**src/rtl/song_sequencer.sv**
```systemverilog
`default_nettype none
// ============================================================================
// Module      : song_sequencer
// Description : Note source for the square-wave tone generator. Walks a fixed
//               64-entry note table at a selectable tempo. Play, pause and
//               stop are controlled by one-cycle pulses.
//               The tone generator sounds only while fullnote != 0 and
//               note_gate is high.
// Ports       : clk, rst         - clock, synchronous active-high reset
//               play_i           - pulse: start / pause / resume
//               stop_i           - pulse: return to IDLE (beats play_i)
//               tempo_sel[1:0]   - note length = BEAT_TICKS >> tempo_sel
//               loop_i           - (SEQ_LOOP_EN only) wrap at end of song
//               fullnote[7:0]    - registered note code, 0 = rest
//               note_gate        - high = sound, low = articulation gap
//               position[5:0]    - current table address
//               seq_state[1:0]   - 0 IDLE, 1 PLAY, 2 PAUSE, 3 DONE
//               song_done        - pulse when the last entry ends without loop
// Config      : `define SEQ_LOOP_EN adds the loop_i input port.
// Revision    : 1.0 - initial release
// ============================================================================
module song_sequencer #(
    parameter logic [31:0] BEAT_TICKS = 32'd25_000_000,
    parameter int          SONG_LEN   = 42
) (
    input  logic       clk,
    input  logic       rst,
    input  logic       play_i,
    input  logic       stop_i,
`ifdef SEQ_LOOP_EN
    input  logic       loop_i,
`endif
    input  logic [1:0] tempo_sel,
    output logic [7:0] fullnote,
    output logic       note_gate,
    output logic [5:0] position,
    output logic [1:0] seq_state,
    output logic       song_done
);

    typedef enum logic [1:0] {
        S_IDLE  = 2'd0,
        S_PLAY  = 2'd1,
        S_PAUSE = 2'd2,
        S_DONE  = 2'd3
    } state_t;

    localparam logic [5:0] C_LAST_POS = 6'(SONG_LEN - 1);
    localparam logic [6:0] C_SONG_LEN = 7'(SONG_LEN);

    state_t      r_state;
    logic [31:0] r_counter;
    logic [31:0] r_dur;

    logic [31:0] w_dur_raw;
    logic [31:0] w_dur_new;
    logic [31:0] w_gate_len;
    logic [7:0]  w_rom;
    logic [7:0]  w_table;
    logic        w_loop;

`ifdef SEQ_LOOP_EN
    assign w_loop = loop_i;
`else
    assign w_loop = 1'b0;
`endif

    // Duration for the next note; a zero result at small BEAT_TICKS is
    // clamped so the counter always has at least one cycle per note.
    assign w_dur_raw  = BEAT_TICKS >> tempo_sel;
    assign w_dur_new  = (w_dur_raw == 32'd0) ? 32'd1 : w_dur_raw;

    // Gap is dur/16 cycles at the end of each note; zero when dur < 16.
    assign w_gate_len = r_dur - (r_dur >> 4);

    always_comb begin
        w_rom = 8'd0;
        case (position)
            6'd0:  w_rom = 8'd26;  6'd1:  w_rom = 8'd26;  6'd2:  w_rom = 8'd30;
            6'd3:  w_rom = 8'd30;  6'd4:  w_rom = 8'd31;  6'd5:  w_rom = 8'd31;
            6'd6:  w_rom = 8'd30;  6'd7:  w_rom = 8'd29;  6'd8:  w_rom = 8'd29;
            6'd9:  w_rom = 8'd28;  6'd10: w_rom = 8'd28;  6'd11: w_rom = 8'd27;
            6'd12: w_rom = 8'd27;  6'd13: w_rom = 8'd26;  6'd14: w_rom = 8'd30;
            6'd15: w_rom = 8'd30;  6'd16: w_rom = 8'd29;  6'd17: w_rom = 8'd29;
            6'd18: w_rom = 8'd28;  6'd19: w_rom = 8'd28;  6'd20: w_rom = 8'd27;
            6'd21: w_rom = 8'd30;  6'd22: w_rom = 8'd30;  6'd23: w_rom = 8'd29;
            6'd24: w_rom = 8'd29;  6'd25: w_rom = 8'd28;  6'd26: w_rom = 8'd28;
            6'd27: w_rom = 8'd27;  6'd28: w_rom = 8'd26;  6'd29: w_rom = 8'd26;
            6'd30: w_rom = 8'd30;  6'd31: w_rom = 8'd30;  6'd32: w_rom = 8'd31;
            6'd33: w_rom = 8'd31;  6'd34: w_rom = 8'd30;  6'd35: w_rom = 8'd29;
            6'd36: w_rom = 8'd29;  6'd37: w_rom = 8'd28;  6'd38: w_rom = 8'd28;
            6'd39: w_rom = 8'd27;  6'd40: w_rom = 8'd27;  6'd41: w_rom = 8'd26;
            default: w_rom = 8'd0;
        endcase
    end

    // Entries past the configured song length always read as rest.
    assign w_table = ({1'b0, position} < C_SONG_LEN) ? w_rom : 8'd0;

    always_ff @(posedge clk) begin
        if (rst) begin
            r_state   <= S_IDLE;
            position  <= 6'd0;
            r_counter <= 32'd0;
            r_dur     <= 32'd1;
            fullnote  <= 8'd0;
            note_gate <= 1'b0;
            song_done <= 1'b0;
        end else begin
            // Outputs follow the pre-edge state, so they lag state/position
            // by one clock.
            song_done <= 1'b0;
            fullnote  <= (r_state == S_PLAY) ? w_table : 8'd0;
            note_gate <= (r_state == S_PLAY) && (r_counter < w_gate_len);

            if (stop_i) begin
                r_state   <= S_IDLE;
                position  <= 6'd0;
                r_counter <= 32'd0;
            end else begin
                case (r_state)
                    S_IDLE, S_DONE: begin
                        if (play_i) begin
                            r_state   <= S_PLAY;
                            position  <= 6'd0;
                            r_counter <= 32'd0;
                            r_dur     <= w_dur_new;
                        end
                    end
                    S_PLAY: begin
                        if (play_i) begin
                            r_state <= S_PAUSE;
                        end else if (r_counter == r_dur - 32'd1) begin
                            r_counter <= 32'd0;
                            r_dur     <= w_dur_new;
                            if (position == C_LAST_POS) begin
                                if (w_loop) begin
                                    position <= 6'd0;
                                end else begin
                                    r_state   <= S_DONE;
                                    song_done <= 1'b1;
                                end
                            end else begin
                                position <= position + 6'd1;
                            end
                        end else begin
                            r_counter <= r_counter + 32'd1;
                        end
                    end
                    S_PAUSE: begin
                        // Resume keeps the held counter and latched duration.
                        if (play_i) begin
                            r_state <= S_PLAY;
                        end
                    end
                    default: r_state <= S_IDLE;
                endcase
            end
        end
    end

    assign seq_state = r_state;

endmodule
`default_nettype wire

```
**config.mk**
```make
export PLATFORM = sky130hd
export DESIGN_NAME = song_sequencer
export DESIGN_NICKNAME = d
export VERILOG_FILES = /design/src/rtl/song_sequencer.sv
export SDC_FILE = /design/constraint.sdc
export NUM_CORES = 1
export LEC_CHECK = 0
export BUFFER_PORTS_ARGS = -buffer_cell sky130_fd_sc_hd__buf_4
export CAP_MARGIN = 10
export CORE_MARGIN = 4
export CORE_UTILIZATION = 40
export DETAILED_ROUTE_END_ITERATION = 8
export PLACE_DENSITY = 0.62
export SLEW_MARGIN = 30
export SYNTH_ARGS = -nofsm -noshare
export SYNTH_HDL_FRONTEND = slang
export SYNTH_SLANG_ARGS = --single-unit
```
**constraint.sdc**
```tcl
create_clock -name clk -period 5.7 [get_ports clk]
set_input_delay 0.285 -clock clk [delete_from_list [all_inputs] [get_ports clk]]
set_output_delay 0.285 -clock clk [all_outputs]
set_load 0.01 [all_outputs]
```
## Word level (Yosys, flattened, before mapping)

Memory sizes are Yosys's and may differ from the RTL's. A register that Yosys moved wholly into a read port is not among the register bits.
Cells that the tools add are included.
W data, S select, Z words.

| storage, ports and cells | value |
|---|---|
| register bits after elaboration | 82 |
| memory bits (read-only) | 320 |
| memories | 1 |

Memories:

| name | words | width | read ports | clocked after Yosys merged registers in | write ports | line | text |
|---|---|---|---|---|---|---|---|
| (no name shown) | 64 | 5 | 1 | 1 | 0 | 78 | `case (position)` |

| operators by class | value |
|---|---|
| add/subtract/negate cells | 4 |
| magnitude comparators | 2 |
| equality and inequality tests | 12 |
| shifts and indexed selects | 1 |
| mux-type cells | 20 |
| bitwise operators | 4 |
| reductions and logical operators | 13 |

Operators with widths:

| operator | number |
|---|---|
| $mux W32 | 7 |
| $pmux W32 S2 | 2 |
| $add A32 B1 Y32 const B | 1 |
| $eq A32 B32 Y1 | 1 |
| $logic_not A32 Y1 | 1 |
| $lt A32 B32 Y1 | 1 |
| $shr A25 B2 Y32 const A | 1 |
| $sub A32 B1 Y32 const B | 1 |
| $sub A32 B28 Y32 | 1 |
| $mux W6 | 4 |
| $pmux W6 S2 | 1 |
| $reduce_and A5 Y1 | 2 |
| $mux W2 | 4 |
| $add A6 B1 Y6 const B | 1 |
| $eq A6 B6 Y1 const B | 1 |
| $lt A6 B6 Y1 const B | 1 |
| $ne A2 B2 Y1 const B | 3 |
| $ne A3 B2 Y1 const B | 2 |
| $reduce_and A3 Y1 | 2 |
| $reduce_or A3 Y1 | 2 |
| $reduce_or A5 Y1 | 1 |
| $eq A2 B2 Y1 const B | 2 |
| $ne A2 B1 Y1 const B | 2 |
| $not A1 Y1 | 4 |
| other kinds (7) | 8 |

## Logic depth before layout (Yosys ltp)

Gate-level depths: netlist (run 1).

| logic depth | value |
|---|---|
| depth after elaboration | 6 |
| depth in mapped cells | 23 |

## Least setup slack after synthesis (run 1)

No wires, ideal clock.

| timing | value |
|---|---|
| path type | register to register |
| start point | register r_dur[8] |
| end point | register note_gate |
| library setup time | 0.060 ns |
| arrival time | 4.109 ns |
| setup slack | 1.532 ns |
| cell stages (with the launch flop) | 21 |
| path buffers | 1 |
| period minus slack after synthesis | 4.168 ns |
| cell sequence | dfxtp_1 > clkbuf_1 > inv_1 > ha_1 > a211o_1 > a21o_1 > a21o_1 > a2111oi_0 > o21ai_0 > a211o_1 > a2111o_1 > ha_1 > a21o_1 > a21oi_1 > nor2b_1 > o21ai_0 > nand2b_1 > a21oi_1 > nor2b_1 > o21ai_0 > and3_1 |

| on the way | value |
|---|---|
| longest elaborated chain between the ends | 3 |

RTL lines:

| what | line | text |
|---|---|---|
| from (decl) | 53 | `logic [31:0] r_dur;` |
| from (signal assigned) | 127 | `r_dur <= w_dur_new;` |
| from (signal assigned) | 135 | `r_dur <= w_dur_new;` |
| $sub A32 B28 Y32 | 74 | `assign w_gate_len = r_dur - (r_dur >> 4);` |
| $lt A32 B32 Y1 | 114 | `note_gate <= (r_state == S_PLAY) && (r_counter < w_gate_len);` |
| $logic_and A1 B1 Y1 | 114 |  |
| to (signal assigned) | 114 |  |
| to (decl) | 35 | `output logic note_gate,` |

No other way between the ends.
A chain may end at the register's enable or synchronous reset.

## Worst setup path in the final report (run 1)

| timing | value |
|---|---|
| start point | register r_dur[23] |
| end point | register note_gate |

The elaborated chain is that of the path after synthesis.

==> out/qor.yml, run 1 <==
yosys.area_share.simple_pct: 25.8
gp_congestion: 0.926
port_buffers: 20
reg2regPathDepth: 18
routed_via_density: 5.56
post-route-util_pct: 45.5
cap_viol_max_count: 0
dr.first_iter.drc_count: 321
fin_crit_sh_pct: 82.8
wl_per_cell_um: 16.4
fp.coreArea_sq_um: 12800
post-cts-setup-buffers: 0
p_seq_share_pct: 29.6
syn2layout_area_growth_pct: 10.3
grt_pass1_wl_mm: 22.6
wl_met1_mm: 6.55
start_util_pct: 41.3
synth_ff_type: "dfxtp_1"
rsz0062_at_grt: "false"
firstDrtPassIters: 4
cts_buffers: 9
status: "completed"
pre_cts_ws_ns: 1.04
hold_viol: 0
die_area_sq_um: 15100
whs_ns: 0.174
num_vias: 4678
antenna_cells: 0
cts_tree: "yes"
mostFrequentLayoutCells: "nor2_1 (87), ha_1 (62), dfxtp_1 (59), nand2_1 (45)"
worstSetupPathType: "reg2reg"
setup_tns_ns: 0
ioPinCount: 24
power.clock.fraction_pct: 42.1
top_layer: "met4"
synth_compound_area_share_pct: 17.1
rows: 41
synthesis.instances: 667
fmax_mhz: 212
wl_mm: 13.8
setup_viol: 0
power_frac_comb_pct: 28.3
design_area_sq_um: 5810
seq_area_frac_synth_pct: 22.4
ctsHoldBuffers: 0
synth_edf_count: 0
detail-route-antenna-nets: 0
ir_worst_vdd_mv: 0.133
clock_latency_ns: 0.35
wl_met2_mm: 6.38
track_usage_pct: 19.2
die_width_um: 123
timing.final.ws_setup_ns: 0.979
hold_path_class: "in2reg"
p_int_w: 0.00102
hpwl_mm: 10.7
slew_headroom_pct: 38.9
min_path_cells: 2
synthAdderAreaFrac_pct: 14.7
cp.arrival_ns: 5.00
die_h_um: 123
worst_slew_pin_slew_ns: 0.914
cts_max_level: 3
grt_pass1_vias: 4501
p_leak_nw: 2.37
cp-end-kind: "flop"
antenna_found_initial: 0
drc: 0
placed_area_sq_um: 5470
synth_top_family_by_area: "simple AND/OR/NAND/NOR gates"
worstSetupStartpointType: "flop"
ys_warn_count: 0
netSwitchingPower_w: 0.000452
overflow: 0
synth.mux.area_fraction_pct: 2.18
yosys_register_bits: 59
clock_skew_ns: 0.00937
worstPathMaxFanout: 19
fin_nets: 732
dr_wl_met3_um: 531
ctsResizeCount: 0
async_flop_share_pct: 0
synth_xor_area_share_pct: 12.1
required_ns: 5.98
synthDistinctLibCells: 65
grt_max_degree: 31
synth_area_sq_um: 5270
clock_path_buffers: 2
path_clk_slew_ns: 0.06
finalCriticalPeriod_ns: 4.72
root_buffer: "clkbuf_16"
postSynthAreaPerCell_sq_um: 7.90
layout_commonest_cell: "nor2_1"
switching_share_pct: 30.7
clock_sinks: 59
slew_violations: 0
p_per_area_nw_per_um2: 253
final_layout_size_suffix_gt1_share_pct: 8.52
[layout make-up]
cell class / count / area [sq um]
well taps: 172 / 215
flip-flops and latches: 59 / 1180
repair buffers: 21 / 158
fillers: 1280 / 6960
clock inverters: 3 / 68.8
inverters: 30 / 113
clock buffers: 13 / 270
multi-input cells: 543 / 3810
[worst paths after layout]
check	from	to	slack, ns
max	r_dur[23]	note_gate	0.98
min	play_i	seq_state[0]	0.17
max reg2reg	r_dur[23]	note_gate	0.98
min reg2reg	r_counter[1]	r_counter[1]	0.56
[power by group through the flow]
stage | clock network [W] | registers, W | logic, W
3_3_place_gp | 0 | 0.000443 | 0.000407
3_5_place_dp | 0 | 0.000444 | 0.000413
4_1_cts | 0.000635 | 0.000435 | 0.000414
2_1_floorplan | 0 | 0.000433 | 0.000338
6_report | 0.000618 | 0.000435 | 0.000416
5_1_grt | 0.000652 | 0.000436 | 0.000466
[per-stage QoR]
stage | power [W] | instances
final | 0.00147 | 841
after global routing | 0.00155 | 841
after CTS | 0.00148 | 841
after detailed placement | 0.000856 | 825
after global placement | 0.000850 | 825
after floorplan | 0.000771 | 669
[registers in the layout, summed over array words and instances (netlist names)]
name and cells:
song_done 1, note_gate 1, fullnote 4, r_counter 32, position 6, seq_state 2
r_dur 13
[critical path, cell delays in order, from the launching register on]
cell and delay (ns):
dfxtp_1 0.80, nor3_1 0.23, a211o_1 0.36, a21o_1 0.19, a21o_1 0.22, a2111oi_0 0.49
o21ai_0 0.19, a211o_1 0.39, a2111o_1 0.43, ha_1 0.29, a21o_1 0.16, a21oi_1 0.15
nor2b_1 0.06, o21ai_0 0.14, nand2b_1 0.07, a21oi_1 0.15, nor2b_1 0.06, o21ai_0 0.12
and3_1 0.16
[synth_stat cells, types with 3 or more instances]
cell type,n,share of area [%]
a311oi_1,4,0.66
inv_1,30,2.1
nand4_1,16,1.9
o21bai_1,5,0.71
xor2_1,36,6.0
nor4_1,11,1.3
buf_6,3,0.64
nand3_1,24,2.3
a211oi_1,8,1.1
a2111o_1,4,0.85
clkbuf_1,26,1.9
nor2_1,87,6.2
nand2_1,45,3.2
nand2b_1,11,1.3
or4_1,3,0.43
nor4b_1,5,0.83
nor3_1,18,1.7
and2_1,3,0.36
nor2b_1,6,0.71
buf_4,4,0.57
a31oi_1,4,0.47
a21oi_1,37,3.5
a21o_1,12,1.7
and3_1,15,1.8
dfxtp_1,59,22
mux2i_1,7,1.3
or2_2,6,0.71
o211ai_1,7,1.0
buf_2,4,0.38
ha_1,62,15
o21a_1,6,0.85
o21ai_0,17,1.6
xnor2_1,37,6.1
mux2_2,4,0.85
[cells by family (layout without fill, tap and decap cells)]
family,Yosys count,count (layout)
multiplexers,11,11
XOR/XNOR,73,73
other,1,3
AO/OA/AOI/OAI,129,129
buffers and inverters,67,67
AND/OR/NAND/NOR,265,265
adder cells (fa/ha/maj),62,62
flip-flops,59,59
[per-layer routing]
metal	global-route usage (%)	up-vias
met1	24.8	2207
met3	3.87	24
met2	31.0	85
met4	8.40	0
met5	0	-
li1	-	2362
No activity file was read; power rests on OpenSTA's default activity.
==> inputs of run 2 (changes only) <==
--- a/config.mk
+++ b/config.mk
@@ -5,6 +5,7 @@
 export SDC_FILE = /design/constraint.sdc
 export NUM_CORES = 1
 export LEC_CHECK = 0
+export ABC_AREA = 1
 export BUFFER_PORTS_ARGS = -buffer_cell sky130_fd_sc_hd__buf_4
 export CAP_MARGIN = 10
 export CORE_MARGIN = 4
==> constraint.sdc (replaced) <==
create_clock -name clk -period 4.35 [get_ports clk]
set_input_delay 0.2175 -clock clk [delete_from_list [all_inputs] [get_ports clk]]
set_output_delay 0.2175 -clock clk [all_outputs]
set_load 0.01 [all_outputs]
==> run 2 against run 1 <==
Combinational power is 89% higher; first-iteration DRC count is 42% higher; sequential power is 35% higher; critical path type unchanged; largest power group is now combinational logic.
==> out/qor.yml, run 2 <==
fin_nets: 1013  # +38%
grt_pass1_vias: 5544  # +23%
ctsHoldBuffers: 0  # unchanged
synthesis.instances: 936  # +40%
syn2layout_area_growth_pct: 9.05
ir_worst_vdd_mv: 0.211  # +58%
fin_crit_sh_pct: 86.8  # +4.0 points
post-synth-top-area-fraction_pct: 19.5  # -2.9 points
yosysMostFrequentCell: "nand2_1"
async_flop_share_pct: 0  # unchanged
ys_warn_count: 0  # unchanged
cp.arrival_ns: 4.04  # -0.96 ns
required_ns: 4.61  # -1.37 ns
synth_ff_type: "dfxtp_1"
synth_area_sq_um: 6040  # +15%
clock_skew_ns: 0.0102  # +0.000868 ns
synth_commonest_cells: "nand2_1 (219), nor2_1 (116), inv_1 (95)"
reg_top3: "r_counter: 32 flops, r_dur: 13 flops, position: 6 flops"
cts_tree: "yes"
port_buffers: 20  # unchanged
finalCriticalPeriod_ns: 3.78  # -0.943 ns
root_buffer: "clkbuf_16"
synth_edf_count: 0  # unchanged
start_util_pct: 41.3  # about the same
antenna_found_initial: 0  # unchanged
post-cts-setup-buffers: 0  # unchanged
synthDistinctLibCells: 45  # -31%
die_width_um: 131  # +6.6%
slew_violations: 0  # unchanged
largest_register_ffs: 32  # unchanged
wl_mm: 18.1  # +31%
detail-route-antenna-nets: 0  # unchanged
antenna_cells: 0  # unchanged
path_clk_slew_ns: 0.06  # about the same
fp.coreArea_sq_um: 14600  # +15%
drc: 0  # unchanged
regMostFlops: "r_counter"
wl_per_cell_um: 15.9  # -2.7%
clock_path_buffers: 2  # unchanged
cp-end-kind: "flop"
die_area_sq_um: 17100  # +14%
stdcell_count: 1134  # +35%
routed_via_density: 5.37  # -3.5%
grt_pass1_wl_mm: 29.1  # +29%
gp_congestion: 0.950  # +2.6%
fmax_mhz: 265  # +25%
ys_top_cells_by_area: "dfxtp_1 (20%), nand2_1 (14%), ha_1 (13%)"
synth_top_area_cell: "dfxtp_1"
rows: 44  # +7.3%
hpwl_mm: 14.2  # +33%
clock_latency_ns: 0.34  # about the same
worstSetupStartpointType: "flop"
worst_slew_pin_slew_ns: 0.643  # -0.271 ns
p_per_area_nw_per_um2: 319  # +26%
hold_path_class: "in2reg"
status: "completed"
setup_viol: 0  # unchanged
cts_buffers: 9  # unchanged
postSynthAreaPerCell_sq_um: 6.46  # -18%
p_leak_nw: 3.04  # +29%
num_vias: 6084  # +30%
rsz0062_at_grt: "false"
worstPathMaxFanout: 8  # -11
dr.first_iter.drc_count: 457  # +42%
firstDrtPassIters: 5  # +1
layout_commonest_cell: "nand2_1"
clock_sinks: 59  # unchanged
whs_ns: 0.147  # -0.0271 ns
worstSetupPathType: "reg2reg"
ioPinCount: 24  # unchanged
overflow: 0  # unchanged
slew_headroom_pct: 56.7  # +18 points
cts_max_level: 3  # unchanged
die_h_um: 131  # +6.6%
place_inst: 1118  # +36%
cap_viol_max_count: 0  # unchanged
seq_area_frac_synth_pct: 19.5  # -2.9 points
mostFrequentLayoutCells: "nand2_1 (219), nor2_1 (116), inv_1 (95), a21oi_1 (66), ha_1 (62)"
final_layout_size_suffix_gt1_share_pct: 8.32  # -0.20 points
grt_max_degree: 32  # +3.2%
ctsResizeCount: 0  # unchanged
yosys_register_bits: 59  # unchanged
setup_tns_ns: 0  # unchanged
hold_viol: 0  # unchanged
track_usage_pct: 21.8  # +2.6 points
[run 2: cell count changes after synthesis, sizes merged, moves of 10 or more]
cell | previous run | this run
nand2 | 45 | 228
xnor2 | 37 | 16
clkbuf | 26 | 10
o21ai | 18 | 38
nand3 | 24 | 52
nand2b | 11 | 0
inv | 30 | 106
a21o | 12 | 2
nor2 | 87 | 131
xor2 | 36 | 49
and3 | 15 | 2
a211oi | 11 | 0
a21oi | 37 | 66
[run 2: critical path, cell delays in order, from the launching register on]
cell	delay [ns]
dfxtp_1	0.59
clkinv_1	0.35
ha_1	0.43
a21oi_1	0.15
a21boi_2	0.26
o21bai_1	0.13
a21oi_1	0.43
nand3_1	0.14
ha_1	0.34
a2111oi_0	0.52
o2111ai_1	0.20
a21oi_1	0.16
[run 2: cell families after synthesis]
kind of cell / Yosys count / synth area share, %
AND/OR/NAND/NOR: 488 / 37.2
AO/OA/AOI/OAI: 128 / 11.7
flip-flops: 59 / 19.5
buffers and inverters: 133 / 9.32
XOR/XNOR: 65 / 9.42
other: 1 / 0.0621
adder cells (fa/ha/maj): 62 / 12.8
[run 2: power breakdown]
| part | leakage, nW | total [W] | internal [W] | switching [W] |
|---|---|---|---|---|
| logic | 2.42 | 0.000788 | 0.000277 | 0.000510 |
| clock network | 0.142 | 0.000730 | 0.000460 | 0.000269 |
| registers | 0.478 | 0.000587 | 0.000553 | 0.0000333 |
| total | 3.04 | 0.00210 | 0.00129 | 0.000813 |
[run 2: area by class of cell]
| class | count | area, sq um |
|---|---|---|
| fill | 1566 | 8050 |
| clock inverter | 5 | 62.6 |
| sequential | 59 | 1180 |
| timing repair buffer | 22 | 165 |
| tap | 184 | 230 |
| clock buffer | 11 | 243 |
| inverter | 107 | 402 |
| multi-input combinational | 746 | 4310 |
[run 2: through the flow]
step / cell area [sq um] / power [W] / utilization, % / setup slack [ns]
after floorplan: 6050 / 0.00121 / - / 1.26
after global placement: 6280 / 0.00138 / 42.9 / 0.781
after detailed placement: 6280 / 0.00137 / 42.9 / 0.682
after CTS: 6590 / 0.00211 / 45.0 / 0.670
after global routing: 6590 / 0.00225 / 45.0 / 0.243
final: 6590 / 0.00210 / 45.0 / 0.572
[run 2: final timing paths]
path | start | to | slack (ns) | depth (start not counted)
setup / recovery | r_dur[22] | note_gate | 0.57 | 11
hold / removal | play_i | seq_state[0] | 0.15 | 3
setup reg to reg | r_dur[22] | note_gate | 0.57 | 11
hold reg to reg | seq_state[1] | seq_state[1] | 0.51 | 2
[run 2: per-layer routing]
layer / share of wire [%] / up-vias / global-route usage (%) / wire length [um]
met5: 0 / - / 0 / 0
met4: 2.5 / 0 / 6.90 / 445
met3: 6.4 / 35 / 4.96 / 1160
met2: 44 / 202 / 33.8 / 7950
met1: 47 / 2759 / 30.0 / 8520
li1: - / 3088 / - / -
